`config.mk`:
```
export PLATFORM = sky130hd
export DESIGN_NAME = hazard_ctrl_flat
export DESIGN_NICKNAME = d
export VERILOG_FILES = /design/src/rtl/hazard_ctrl_if.sv /design/src/rtl/hazard_ctrl.sv /design/src/flat_wrapper.sv
export SDC_FILE = /design/constraint.sdc
export NUM_CORES = 1
export LEC_CHECK = 0
export CORE_ASPECT_RATIO = 2
export CORE_MARGIN = 3
export CORE_UTILIZATION = 34
export DETAILED_ROUTE_END_ITERATION = 12
export GPL_TIMING_DRIVEN = 0
export PLACE_DENSITY = 0.7
export SKIP_CTS_REPAIR_TIMING = 1
export SYNTH_ARGS = -nofsm -noshare
export SYNTH_HDL_FRONTEND = slang
export SYNTH_SLANG_ARGS = --single-unit
```
`constraint.sdc`:
```
create_clock -name clk -period 1.9 [get_ports clk]
set_input_delay 0.38 -clock clk [delete_from_list [all_inputs] [get_ports clk]]
set_output_delay 0.38 -clock clk [all_outputs]
set_load 0.01 [all_outputs]
```
`src/rtl/hazard_ctrl_if.sv`:
```
// Pipeline-side signals seen by the hazard controller.
// master = datapath, slave = hazard_ctrl.
interface hazard_ctrl_if #(
  parameter int CNT_W = 16
);
  logic [4:0]       Rsrc1_in_id;
  logic [4:0]       Rsrc2_in_id;
  logic             use_rs1_in_id;
  logic             use_rs2_in_id;
  logic             halt_in_id;
  logic [4:0]       Rsrc1_in_ex;
  logic [4:0]       Rsrc2_in_ex;
  logic [4:0]       Rdst_in_ex;
  logic             RWrEn_in_ex;
  logic [1:0]       WBSel_in_ex;
  logic [4:0]       Rdst_in_mem;
  logic             RWrEn_in_mem;
  logic [4:0]       Rdst_in_wb;
  logic             RWrEn_in_wb;
  logic             redirect_in_ex;
  logic             stall_if;
  logic             stall_id;
  logic             flush_if_id;
  logic             bubble_ex;
  logic [1:0]       FwdA_sel;
  logic [1:0]       FwdB_sel;
  logic             halt_out;
  logic [CNT_W-1:0] stall_count;

  modport master (
    output Rsrc1_in_id, Rsrc2_in_id,
    output use_rs1_in_id, use_rs2_in_id,
    output halt_in_id,
    output Rsrc1_in_ex, Rsrc2_in_ex,
    output Rdst_in_ex, RWrEn_in_ex, WBSel_in_ex,
    output Rdst_in_mem, RWrEn_in_mem,
    output Rdst_in_wb, RWrEn_in_wb,
    output redirect_in_ex,
    input  stall_if, stall_id,
    input  flush_if_id, bubble_ex,
    input  FwdA_sel, FwdB_sel,
    input  halt_out, stall_count
  );

  modport slave (
    input  Rsrc1_in_id, Rsrc2_in_id,
    input  use_rs1_in_id, use_rs2_in_id,
    input  halt_in_id,
    input  Rsrc1_in_ex, Rsrc2_in_ex,
    input  Rdst_in_ex, RWrEn_in_ex, WBSel_in_ex,
    input  Rdst_in_mem, RWrEn_in_mem,
    input  Rdst_in_wb, RWrEn_in_wb,
    input  redirect_in_ex,
    output stall_if, stall_id,
    output flush_if_id, bubble_ex,
    output FwdA_sel, FwdB_sel,
    output halt_out, stall_count
  );
endinterface

```
`src/rtl/hazard_ctrl.sv`:
```
// Hazard detection, operand forwarding and halt drain
// sequencing for the 5-stage pipeline.
module hazard_ctrl #(
  parameter int DRAIN_DEPTH = 3,
  parameter int CNT_W       = 16
) (
  input  logic          clk,
  input  logic          rst,
  hazard_ctrl_if.slave  hz
);
  localparam int DW = $clog2(DRAIN_DEPTH + 1);

  typedef enum logic [1:0] {
    RUN,
    DRAIN,
    HALTED
  } state_e;

  state_e           state_q, state_d;
  logic [DW-1:0]    drain_cnt_q, drain_cnt_d;
  logic [CNT_W-1:0] stall_count_q, stall_count_d;
  logic             halt_out_q, halt_out_d;

  logic       stall, flush, bubble;
  logic [1:0] fwd_a, fwd_b;
  logic       luh;

  function automatic logic [1:0] fwd_sel(
    input logic [4:0] rs,
    input logic [4:0] rd_mem,
    input logic       wen_mem,
    input logic [4:0] rd_wb,
    input logic       wen_wb
  );
    logic [1:0] s;
    s = 2'b00;
    if (!wen_mem && rd_mem != 5'd0 && rd_mem == rs)
      s = 2'b01;
    else if (!wen_wb && rd_wb != 5'd0 && rd_wb == rs)
      s = 2'b10;
    return s;
  endfunction

  always_comb begin
    luh = !hz.RWrEn_in_ex
       && hz.WBSel_in_ex == 2'b10
       && hz.Rdst_in_ex != 5'd0
       && ((hz.use_rs1_in_id
            && hz.Rdst_in_ex == hz.Rsrc1_in_id)
        || (hz.use_rs2_in_id
            && hz.Rdst_in_ex == hz.Rsrc2_in_id));
  end

  always_comb begin
    state_d       = state_q;
    drain_cnt_d   = drain_cnt_q;
    stall_count_d = stall_count_q;
    halt_out_d    = halt_out_q;
    stall         = 1'b0;
    flush         = 1'b0;
    bubble        = 1'b0;
    fwd_a = fwd_sel(hz.Rsrc1_in_ex,
                    hz.Rdst_in_mem, hz.RWrEn_in_mem,
                    hz.Rdst_in_wb, hz.RWrEn_in_wb);
    fwd_b = fwd_sel(hz.Rsrc2_in_ex,
                    hz.Rdst_in_mem, hz.RWrEn_in_mem,
                    hz.Rdst_in_wb, hz.RWrEn_in_wb);
    unique case (state_q)
      RUN: begin
        // The ID instruction is wrong-path on a redirect.
        if (hz.redirect_in_ex) begin
          flush  = 1'b1;
          bubble = 1'b1;
        end else if (hz.halt_in_id) begin
          stall       = 1'b1;
          bubble      = 1'b1;
          drain_cnt_d = DW'(DRAIN_DEPTH);
          state_d     = DRAIN;
        end else if (luh) begin
          stall  = 1'b1;
          bubble = 1'b1;
          if (stall_count_q != '1)
            stall_count_d = stall_count_q + 1'b1;
        end
      end
      DRAIN: begin
        stall       = 1'b1;
        bubble      = 1'b1;
        drain_cnt_d = drain_cnt_q - 1'b1;
        if (drain_cnt_q == DW'(1)) begin
          state_d    = HALTED;
          halt_out_d = 1'b1;
        end
      end
      HALTED: begin
        stall      = 1'b1;
        bubble     = 1'b1;
        halt_out_d = 1'b1;
      end
      default: state_d = RUN;
    endcase
    if (!rst) begin
      stall  = 1'b0;
      flush  = 1'b1;
      bubble = 1'b1;
      fwd_a  = 2'b00;
      fwd_b  = 2'b00;
    end
  end

  always_ff @(posedge clk) begin
    if (!rst) begin
      state_q       <= RUN;
      drain_cnt_q   <= '0;
      stall_count_q <= '0;
      halt_out_q    <= 1'b0;
    end else begin
      state_q       <= state_d;
      drain_cnt_q   <= drain_cnt_d;
      stall_count_q <= stall_count_d;
      halt_out_q    <= halt_out_d;
    end
  end

  assign hz.stall_if    = stall;
  assign hz.stall_id    = stall;
  assign hz.flush_if_id = flush;
  assign hz.bubble_ex   = bubble;
  assign hz.FwdA_sel    = fwd_a;
  assign hz.FwdB_sel    = fwd_b;
  assign hz.halt_out    = halt_out_q;
  assign hz.stall_count = stall_count_q;
endmodule
```
`src/flat_wrapper.sv`:
```
// flat-port wrapper written by rule: the top's interface ports become plain ports
module hazard_ctrl_flat 
#(
  parameter int DRAIN_DEPTH = 3,
  parameter int CNT_W       = 16
)
  (clk, rst, hz_Rsrc1_in_id, hz_Rsrc2_in_id, hz_use_rs1_in_id, hz_use_rs2_in_id, hz_halt_in_id, hz_Rsrc1_in_ex, hz_Rsrc2_in_ex, hz_Rdst_in_ex, hz_RWrEn_in_ex, hz_WBSel_in_ex, hz_Rdst_in_mem, hz_RWrEn_in_mem, hz_Rdst_in_wb, hz_RWrEn_in_wb, hz_redirect_in_ex, hz_stall_if, hz_stall_id, hz_flush_if_id, hz_bubble_ex, hz_FwdA_sel, hz_FwdB_sel, hz_halt_out, hz_stall_count);
  hazard_ctrl_if #(.CNT_W(CNT_W)) hz_i ();
  input  logic clk;
  input  logic rst;
  input wire logic [$bits(hz_i.Rsrc1_in_id)-1:0] hz_Rsrc1_in_id;
  input wire logic [$bits(hz_i.Rsrc2_in_id)-1:0] hz_Rsrc2_in_id;
  input wire logic [$bits(hz_i.use_rs1_in_id)-1:0] hz_use_rs1_in_id;
  input wire logic [$bits(hz_i.use_rs2_in_id)-1:0] hz_use_rs2_in_id;
  input wire logic [$bits(hz_i.halt_in_id)-1:0] hz_halt_in_id;
  input wire logic [$bits(hz_i.Rsrc1_in_ex)-1:0] hz_Rsrc1_in_ex;
  input wire logic [$bits(hz_i.Rsrc2_in_ex)-1:0] hz_Rsrc2_in_ex;
  input wire logic [$bits(hz_i.Rdst_in_ex)-1:0] hz_Rdst_in_ex;
  input wire logic [$bits(hz_i.RWrEn_in_ex)-1:0] hz_RWrEn_in_ex;
  input wire logic [$bits(hz_i.WBSel_in_ex)-1:0] hz_WBSel_in_ex;
  input wire logic [$bits(hz_i.Rdst_in_mem)-1:0] hz_Rdst_in_mem;
  input wire logic [$bits(hz_i.RWrEn_in_mem)-1:0] hz_RWrEn_in_mem;
  input wire logic [$bits(hz_i.Rdst_in_wb)-1:0] hz_Rdst_in_wb;
  input wire logic [$bits(hz_i.RWrEn_in_wb)-1:0] hz_RWrEn_in_wb;
  input wire logic [$bits(hz_i.redirect_in_ex)-1:0] hz_redirect_in_ex;
  output wire logic [$bits(hz_i.stall_if)-1:0] hz_stall_if;
  output wire logic [$bits(hz_i.stall_id)-1:0] hz_stall_id;
  output wire logic [$bits(hz_i.flush_if_id)-1:0] hz_flush_if_id;
  output wire logic [$bits(hz_i.bubble_ex)-1:0] hz_bubble_ex;
  output wire logic [$bits(hz_i.FwdA_sel)-1:0] hz_FwdA_sel;
  output wire logic [$bits(hz_i.FwdB_sel)-1:0] hz_FwdB_sel;
  output wire logic [$bits(hz_i.halt_out)-1:0] hz_halt_out;
  output wire logic [$bits(hz_i.stall_count)-1:0] hz_stall_count;
  assign hz_i.Rsrc1_in_id = hz_Rsrc1_in_id;
  assign hz_i.Rsrc2_in_id = hz_Rsrc2_in_id;
  assign hz_i.use_rs1_in_id = hz_use_rs1_in_id;
  assign hz_i.use_rs2_in_id = hz_use_rs2_in_id;
  assign hz_i.halt_in_id = hz_halt_in_id;
  assign hz_i.Rsrc1_in_ex = hz_Rsrc1_in_ex;
  assign hz_i.Rsrc2_in_ex = hz_Rsrc2_in_ex;
  assign hz_i.Rdst_in_ex = hz_Rdst_in_ex;
  assign hz_i.RWrEn_in_ex = hz_RWrEn_in_ex;
  assign hz_i.WBSel_in_ex = hz_WBSel_in_ex;
  assign hz_i.Rdst_in_mem = hz_Rdst_in_mem;
  assign hz_i.RWrEn_in_mem = hz_RWrEn_in_mem;
  assign hz_i.Rdst_in_wb = hz_Rdst_in_wb;
  assign hz_i.RWrEn_in_wb = hz_RWrEn_in_wb;
  assign hz_i.redirect_in_ex = hz_redirect_in_ex;
  assign hz_stall_if = hz_i.stall_if;
  assign hz_stall_id = hz_i.stall_id;
  assign hz_flush_if_id = hz_i.flush_if_id;
  assign hz_bubble_ex = hz_i.bubble_ex;
  assign hz_FwdA_sel = hz_i.FwdA_sel;
  assign hz_FwdB_sel = hz_i.FwdB_sel;
  assign hz_halt_out = hz_i.halt_out;
  assign hz_stall_count = hz_i.stall_count;
  hazard_ctrl #(.DRAIN_DEPTH(DRAIN_DEPTH), .CNT_W(CNT_W)) u_core (.clk(clk), .rst(rst), .hz(hz_i));
endmodule
```
# Yosys cells after proc, flatten, opt, wreduce, memory -nomap -nowiden
# Index checks and enable logic that the tools add are counted.
# classes
add_sub_neg,2
n_eq_ne,14
muxes,26
n_bitwise,3
n_reduce_logical,26
# op_table
op,count
5-bit equality test,6
2-bit 2-to-1 mux,11
"16-bit by 1-bit adder with 16-bit output, second input constant",1
"16-bit inequality test, second input constant",1
5-bit nonzero test,3
1-bit logical AND,11
1-bit 2-to-1 mux,10
1-bit one-hot mux with 2 select lines,3
2-bit one-hot mux with 3 select lines,1
5-bit AND reduction,1
"2-bit by 1-bit equality test with 1-bit output, second input constant",2
"2-bit equality test, second input constant",2
"2-bit inequality test, second input constant",2
2-bit one-hot mux with 2 select lines,1
4-bit AND reduction,1
2-bit nonzero test,2
1-bit logical NOT,3
1-bit inverter,3
3-bit AND reduction,1
2-bit logical NOT,1
"2-bit by 1-bit inequality test with 1-bit output, second input constant",1
2-bit AND reduction,1
2-bit OR reduction,1
"2-bit by 1-bit subtractor with 2-bit output, second input constant",1
1-bit logical OR,1
# word_totals
regBits,21
input_bits,46
word_cells,75

# Logic depth before layout (Yosys ltp)
# Gate-level depths: netlist of the first run.
# depth
depth_word,9
ltp_mapped,9
mapped_depth_nobuf,7

# Worst setup path after synthesis of the first run
# Ideal clock, no wire load.
# synth_timing
path_kind,input to output
startpoint,in hz_Rdst_in_ex[0]
endpoint,out hz_stall_if
arrival_ns,1.683
required_time_ns,1.520
slack_ns,-0.163
path_stages,7
n_path_buf,1
path_cell_list,or4_1 o211ai_1 inv_1 a21o_1 a31oi_1 nor3b_1 buf_4
# synth_between
elab_chain_cells,9
elab_cells_between_ends,13
cone_classes,eq/ne: 2; mux: 5; reduce/logical: 6
# synth_rtl
element,line_no,source
"start, declared",flat_wrapper.sv:18,input wire logic [$bits(hz_i.Rdst_in_ex)-1:0] hz_Rdst_in_ex;
5-bit equality test (on tied branches),"hazard_ctrl.sv:49, hazard_ctrl.sv:51",
1-bit logical AND (on tied branches),"hazard_ctrl.sv:49, hazard_ctrl.sv:51",
1-bit logical OR,hazard_ctrl.sv:50,|| (hz.use_rs2_in_id
1-bit logical AND (*),hazard_ctrl.sv:48,&& ((hz.use_rs1_in_id
1-bit 2-to-1 mux (*),hazard_ctrl.sv:79,end else if (luh) begin
1-bit 2-to-1 mux (*),hazard_ctrl.sv:74,end else if (hz.halt_in_id) begin
1-bit 2-to-1 mux (*),hazard_ctrl.sv:71,if (hz.redirect_in_ex) begin
1-bit one-hot mux with 2 select lines (*),hazard_ctrl.sv:68,unique case (state_q)
1-bit 2-to-1 mux (*),hazard_ctrl.sv:102,if (!rst) begin
"end, declared",flat_wrapper.sv:26,output wire logic [$bits(hz_i.stall_if)-1:0] hz_stall_if;
# Mark *: on every way between the ends. The rest lies on a longest branch, timed or not.

# Worst setup path after layout of the first run
# layout_timing
startpoint,in hz_Rdst_in_ex[3]
endpoint,out hz_stall_if
# Same word-level chain as after synthesis.

==> results of run 1 <==
==> flip-flops by register name (all words and copies together) (netlist names) <==
signal,flops
u_core.state_q,2
u_core.hz.stall_count,16
u_core.drain_cnt_q,2
u_core.hz.halt_out,1
==> through the flow <==
| step | area [um^2] | hold slack [ns] | TNS, ns | util (%) | total power (uW) |
|---|---|---|---|---|---|
| global placement | 2346 | 0.4606 | -16.53 | 53.54 | 1067 |
| floorplan | 1578 | 0.4881 | -0.2693 | - | 827.9 |
| detailed placement | 2346 | 0.4519 | -16.51 | 53.54 | 1081 |
| CTS | 2391 | 0.4835 | -12.27 | 54.57 | 1380 |
| finish | 2729 | 0.4568 | -3.532 | 62.28 | 1419 |
| global route | 2729 | 0.4743 | -5.172 | 62.28 | 1493 |
==> cells in the final DEF, fill, tap and decap left out, drive strengths merged, types with 8 or more instances in the layout <==
cell / n
dlymetal6s2s: 32
clkdlybuf4s50: 25
buf: 23
dfxtp: 21
xnor2: 19
nand2: 14
a21boi: 13
o21ai: 13
xor2: 12
nand3: 11
clkbuf: 11
or3: 9
inv: 8
nor2: 8
or4: 8
==> worst min-delay path, cell delays in order <==
cell and delay (ns):
clkbuf_4 0.16, nand2b_1 0.08, mux2i_1 0.06
==> cells by family after synthesis <==
| logic type | after synthesis | synth area share [%] |
|---|---|---|
| DFF | 21 | 26.88 |
| and+or+nand+nor | 74 | 25.92 |
| AOI/OAI and AO/OA | 44 | 19.36 |
| buffers and inverters | 15 | 4.400 |
| adders and majority gates | 6 | 4.800 |
| muxes | 2 | 1.280 |
| xor gates and xnor gates | 31 | 17.36 |
==> worst paths after layout <==
path,startpoint,end,slack (ns)
worst max-delay path,hz_Rdst_in_ex[3],hz_stall_if,-0.52
worst min-delay path,rst,u_core.hz.stall_count[10],0.46
worst max register to register,u_core.hz.stall_count[1],u_core.hz.stall_count[12],-0.06
worst min register to register,u_core.hz.halt_out,u_core.hz.halt_out,0.48
==> Yosys cell counts <==
library cell	number	area share (%)
o22ai_2	1	0.80
dfxtp_1	21	27
o21ai_0	13	4.2
buf_1	1	0.24
o211ai_1	1	0.48
o221a_2	1	0.72
buf_2	1	0.32
buf_4	3	1.4
or4_1	8	3.8
a21boi_0	4	1.9
nor4_1	4	1.6
nor2_1	8	1.9
and2_1	3	1.2
a21boi_1	9	4.3
nand2_1	14	3.4
nor3b_1	2	0.96
mux2i_1	2	1.3
or3_1	9	3.6
a21o_1	1	0.48
o31ai_1	5	2.4
nand3_1	11	3.5
o211a_1	1	0.64
nand4_1	3	1.2
o21bai_1	1	0.48
a21oi_1	2	0.64
nor2b_1	3	1.2
nand2b_1	2	0.80
xor2_1	12	6.7
and4_1	1	0.56
xnor2_1	19	11
inv_1	8	1.9
nor3_1	3	0.96
o21a_1	2	0.96
and3_1	3	1.2
ha_1	6	4.8
a211o_1	1	0.56
clkbuf_1	2	0.48
a31oi_1	2	0.80
==> routing by layer <==
metal / GRT usage [%] / share of wire, % / vias up
li1: - / - / 863
met1: 16.89 / 33 / 790
met2: 35.61 / 61 / 52
met3: 2.190 / 4.1 / 8
met4: 4.134 / 1.6 / 0
met5: 0 / 0 / -
==> area by class of cell <==
type	instances	area share, %
clock buffer	4	1.651
timing repair buffer	80	31.41
buffer	7	2.063
inverter	8	1.100
sequential	21	15.68
multi-input combinational	157	45.62
tap	54	2.476
==> report_power, final <==
part	switching, uW	internal (uW)	leakage [uW]
logic	285	323	0.00106
clock network	153	150	0.0000228
registers	31.7	476	0.000172
==> results.md, run 1 <==
* Status: finished with violations
* Violated checks: negative setup slack
* CTS tree: done
* Worst Reg2Reg Path Length in Cells at 10
* Final setup violation count at 20
* Delay of the slowest critical-path stage at 0.53 ns
* Cells after DPL at 317
* GRT Total Usage at 17.43%
* Vias in the first global route at 1677
* Max Clk Rate at 0.4124 GHz
* Post-synthesis cell area at 1564 um^2
* CP startpoint kind: input port
* Slew Viols, Final at 0
* Delay-heaviest family, CP: simple AND/OR/NAND/NOR gates
* Iter 0 DRT Violations at 36
* HPWL after DPL at 3704 um
* Die Area at 5499 um^2
* GPL Wtd Cong at 0.7510
* DRT Wirelength at 5040 um
* CTS clk-pin slew, worst paths at 0.08 ns
* Buf/Inv on CP at 4
* Syn Inst Count at 193
* Post-Syn Nets at 245
* Worst slew pin tran at 0.6104 ns
* Wire per inst at 15.23 um
* Crit. path cell count at 9
* Row Count at 34
* Worst Path Required at 1.52 ns
* Maximum number of pins on one net before global-route repair at 12
* CP Cell Sequence: buf_8, or4_1, o211ai_1, inv_1, a21o_1, a31oi_1, nor3b_2, buf_4, buf_6
* RSZ-0062 raised after global routing: true
* Htree depth at 1
* Avg Cell Area, Syn at 8.104 um^2
* Core ar. at 4382 um^2
* Initial Util at 35.69%
* Max_cap viols at 0
* Synth cell types at 38
* Lkg Pwr at 0.001253 uW
* Drt drc at 0
* Critical path class: in2out
* Remaining antenna violation count at 0
* Routed vias/inst at 5.175
* Maximum vdd drop at 0.0005349 V
* Max Root-Sink Buffers at 2
* Root Driver: clkbuf_8
* CP max FO at 3
* Final Net Count at 330
* DR pass1 iterations at 4
* Worst setup EP type: output pin
* Skew-Pair Late Insertion Delay at 0.27 ns
* Post-route setup slack at -0.5247 ns
* IO Port Bufs at 70
* Final Hold Vio Count at 0
* Sequential area share after synthesis at 26.88%
* Synth warn at 0
* Worst slack at placement at -1.213 ns
* #FFs+latches synth at 21
* Routed via count at 1713
* Min-Delay Path Depth at 3
* Clock sink count at 21
* Worst path slowest cell: or4_1
* Num ports at 71
* Total grt overflow at 0
* Hold WC Path Type: in2reg
* Die X at 53.96 um
* Max_slew headroom at 58.88%
* Clk_skew at 0.007828 ns
* TritonCTS Buffers at 3
* Die H at 101.9 um
* N_diodes at 0
* Area grow syn2layout at 74.48%
* Tmin final at 2.425 ns
* First-pass GRT wire length at 7314 um
* Share of layout cells above drive strength 1 at 21.30%
* FF+latch area at 427.9 um^2
* Area of the multi-input gates at 1245 um^2
* Layout fillers at 377
* CP arrival at 2.04 ns
* Final non-filler cell total at 331
* Power per standard cell area at 520.1 nW/um^2
* Tcrit/Tclk final at 127.6%
* Initial antenna violation count at 0
Note: power is estimated with default switching activity, not from simulation.
==> run 2, diff against run 1 <==
--- a/config.mk
+++ b/config.mk
@@ -11,7 +11,6 @@
 export DETAILED_ROUTE_END_ITERATION = 12
 export GPL_TIMING_DRIVEN = 0
 export PLACE_DENSITY = 0.7
-export SKIP_CTS_REPAIR_TIMING = 1
 export SYNTH_ARGS = -nofsm -noshare
 export SYNTH_HDL_FRONTEND = slang
 export SYNTH_SLANG_ARGS = --single-unit
==> results.md, run 2 (synthesis gave the netlist of run 1 again) <==
* Die H at 101.9 um (unchanged)
* Max_slew headroom at 60.03% (+1.2 points)
* Area grow syn2layout at 73.04%
* Vias in the first global route at 1834 (+9.4%)
* Max_cap viols at 0 (unchanged)
* Hold Path Origin: rst
* Initial Util at 35.69% (unchanged)
* Routed via count at 1763 (+2.9%)
* CP max FO at 3 (unchanged)
* Die X at 53.96 um (unchanged)
* Die Area at 5499 um^2 (unchanged)
* Tmin final at 2.363 ns (-0.06209 ns)
* Clk_skew at 0.009013 ns (+0.001186 ns)
* Power Total at 1408 uW (-0.82%)
* Commonest non-fill, non-tap cell in the layout: clkdlybuf4s50_1
* DR pass1 iterations at 4 (unchanged)
* Routed vias/inst at 5.185 (+0.19%)
* Lkg Pwr at 0.001070 uW (-15%)
* Htree depth at 1 (unchanged)
* Hold WC Path Type: in2reg
* Initial antenna violation count at 0 (unchanged)
* CTS tree: done
* Worst setup EP type: output pin
* Clock sink count at 21 (unchanged)
* Total grt overflow at 0 (unchanged)
* Largest register FFs at 16 (unchanged)
* Core ar. at 4382 um^2 (unchanged)
* Slew Viols, Final at 0 (unchanged)
* Final Net Count at 339 (+2.7%)
* GPL Wtd Cong at 0.7510 (unchanged)
* RSZ-0062 raised after global routing: true
* Iter 0 DRT Violations at 29 (-19%)
* DRT Wirelength at 5083 um (+0.85%)
* CP arrival at 1.98 ns (-0.06 ns)
* Drt drc at 0 (unchanged)
* Final Hold Vio Count at 0 (unchanged)
* FF-to-FF Start: u_core.hz.stall_count[0]
* Power per standard cell area at 520.2 nW/um^2 (about the same)
* IO Port Bufs at 70 (unchanged)
* Remaining antenna violation count at 0 (unchanged)
* Skew-Pair Late Insertion Delay at 0.26 ns (about the same)
* # hold bufs at CTS at 0
* GRT Total Usage at 19.47% (+2.0 points)
* Worst Path Required at 1.52 ns (about the same)
* Status: finished with violations
* Max Root-Sink Buffers at 2 (unchanged)
* HPWL after DPL at 3704 um (unchanged)
* Maximum vdd drop at 0.0005056 V (-5.5%)
* Layout fillers at 386 (+2.4%)
* Maximum number of pins on one net before global-route repair at 12 (unchanged)
* Max Clk Rate at 0.4233 GHz (+2.6%)
* Num ports at 71 (unchanged)
* Share of layout cells above drive strength 1 at 29.72% (+8.4 points)
* Worst Setup SP: hz_Rdst_in_ex[3]
* Final core utilization at 61.76% (-0.51 points)
* Tcrit/Tclk final at 124.3% (-3.3 points)
* Final setup violation count at 23 (+15%)
* Row Count at 34 (unchanged)
* Violated checks: negative setup slack
* Wire per inst at 14.95 um (-1.8%)
* N_diodes at 0 (unchanged)
* Post-route setup slack at -0.4626 ns (+0.06209 ns)
* Worst slew pin tran at 0.5932 ns (-0.01718 ns)
* Critical path class: in2out
* TritonCTS Buffers at 3 (unchanged)
* CTS clk-pin slew, worst paths at 0.08 ns (about the same)
* First-pass GRT wire length at 8135 um (+11%)
* Most frequent cells in the layout: clkdlybuf4s50_1 (22), dfxtp_1 (21), buf_6 (19), xnor2_1 (18), dlygate4sd2_1 (15)
* Root Driver: clkbuf_8
* CP startpoint kind: input port
-- run 2: changes by cell type in the layout (fill, tap and decap cells not counted), moves of 3 or more --
cell             previous run  this run
dlymetal6s2s_1             32         1
buf_6                       7        19
buf_4                       8        11
dlygate4sd2_1               0        15
o21ai_1                     7         3
o21ai_2                     3         8
buf_2                       4        14
clkdlybuf4s50_1            25        22
clkdlybuf4s15_1             0         6
-- run 2: per-layer routing --
layer  track usage, %  up-vias  wire, um
li1                 -      880         -
met1            18.51      819      1651
met2            38.69       55      3100
met3            2.044        9       205
met4            8.268        0       125
met5                0        -         0
-- run 2: critical path, stage by stage --
cell and delay [ns]:
buf_8 0.09, or4_1 0.51, o211ai_1 0.21, inv_1 0.11
a21o_1 0.17, a31oi_1 0.20, nor3b_2 0.08, buf_4 0.13
buf_6 0.11
-- run 2: where the power goes --
part           switching (uW)  leakage, uW  total [uW]  internal, uW
logic                     280     0.000877         595           315
clock network             154    0.0000228         303           149
registers                30.5     0.000170         509           479
-- run 2: path summary, 6_finish.rpt --
check | depth (start not counted) | to | slack (ns)
max | 9 | hz_stall_if | -0.46
max reg2reg | 10 | u_core.hz.stall_count[14] | -0.12
min reg2reg | 1 | u_core.hz.halt_out | 0.48
min | 2 | u_core.hz.stall_count[6] | 0.41
-- run 2: layout make-up --
| cell class | count | area (um^2) | area share [%] |
|---|---|---|---|
| Buffer | 6 | 41.29 | 1.526 |
| Clock buffer | 4 | 45.04 | 1.664 |
| Inverter | 8 | 30.03 | 1.110 |
| Multi-Input combinational cell | 157 | 1280 | 47.30 |
| Sequential cell | 21 | 420.4 | 15.53 |
| Tap cell | 54 | 67.56 | 2.497 |
| Timing Repair Buffer | 90 | 822.0 | 30.37 |
-- run 2: metrics by stage --
step           hold slack, ns  setup TNS, ns  instances  worst slack (ns)  instance area (um^2)
6_report               0.4067         -6.178        340           -0.4626                  2706
5_1_grt                0.4042         -7.793        340           -0.5131                  2706
4_1_cts                0.4021         -3.857        337           -0.4653                  2629
3_5_place_dp           0.4519         -16.51        317            -1.213                  2346
3_3_place_gp           0.4606         -16.53        317            -1.221                  2346
2_1_floorplan          0.4881        -0.2693        193           -0.1631                  1578
-- run 2: timing repair --
action / CTS / global route
gates cloned: 3 / 0
buffers inserted: 30 / 4
gates resized for setup: 198 / 21
setup endpoints to repair: 24 / 23
pin swaps: 62 / 28
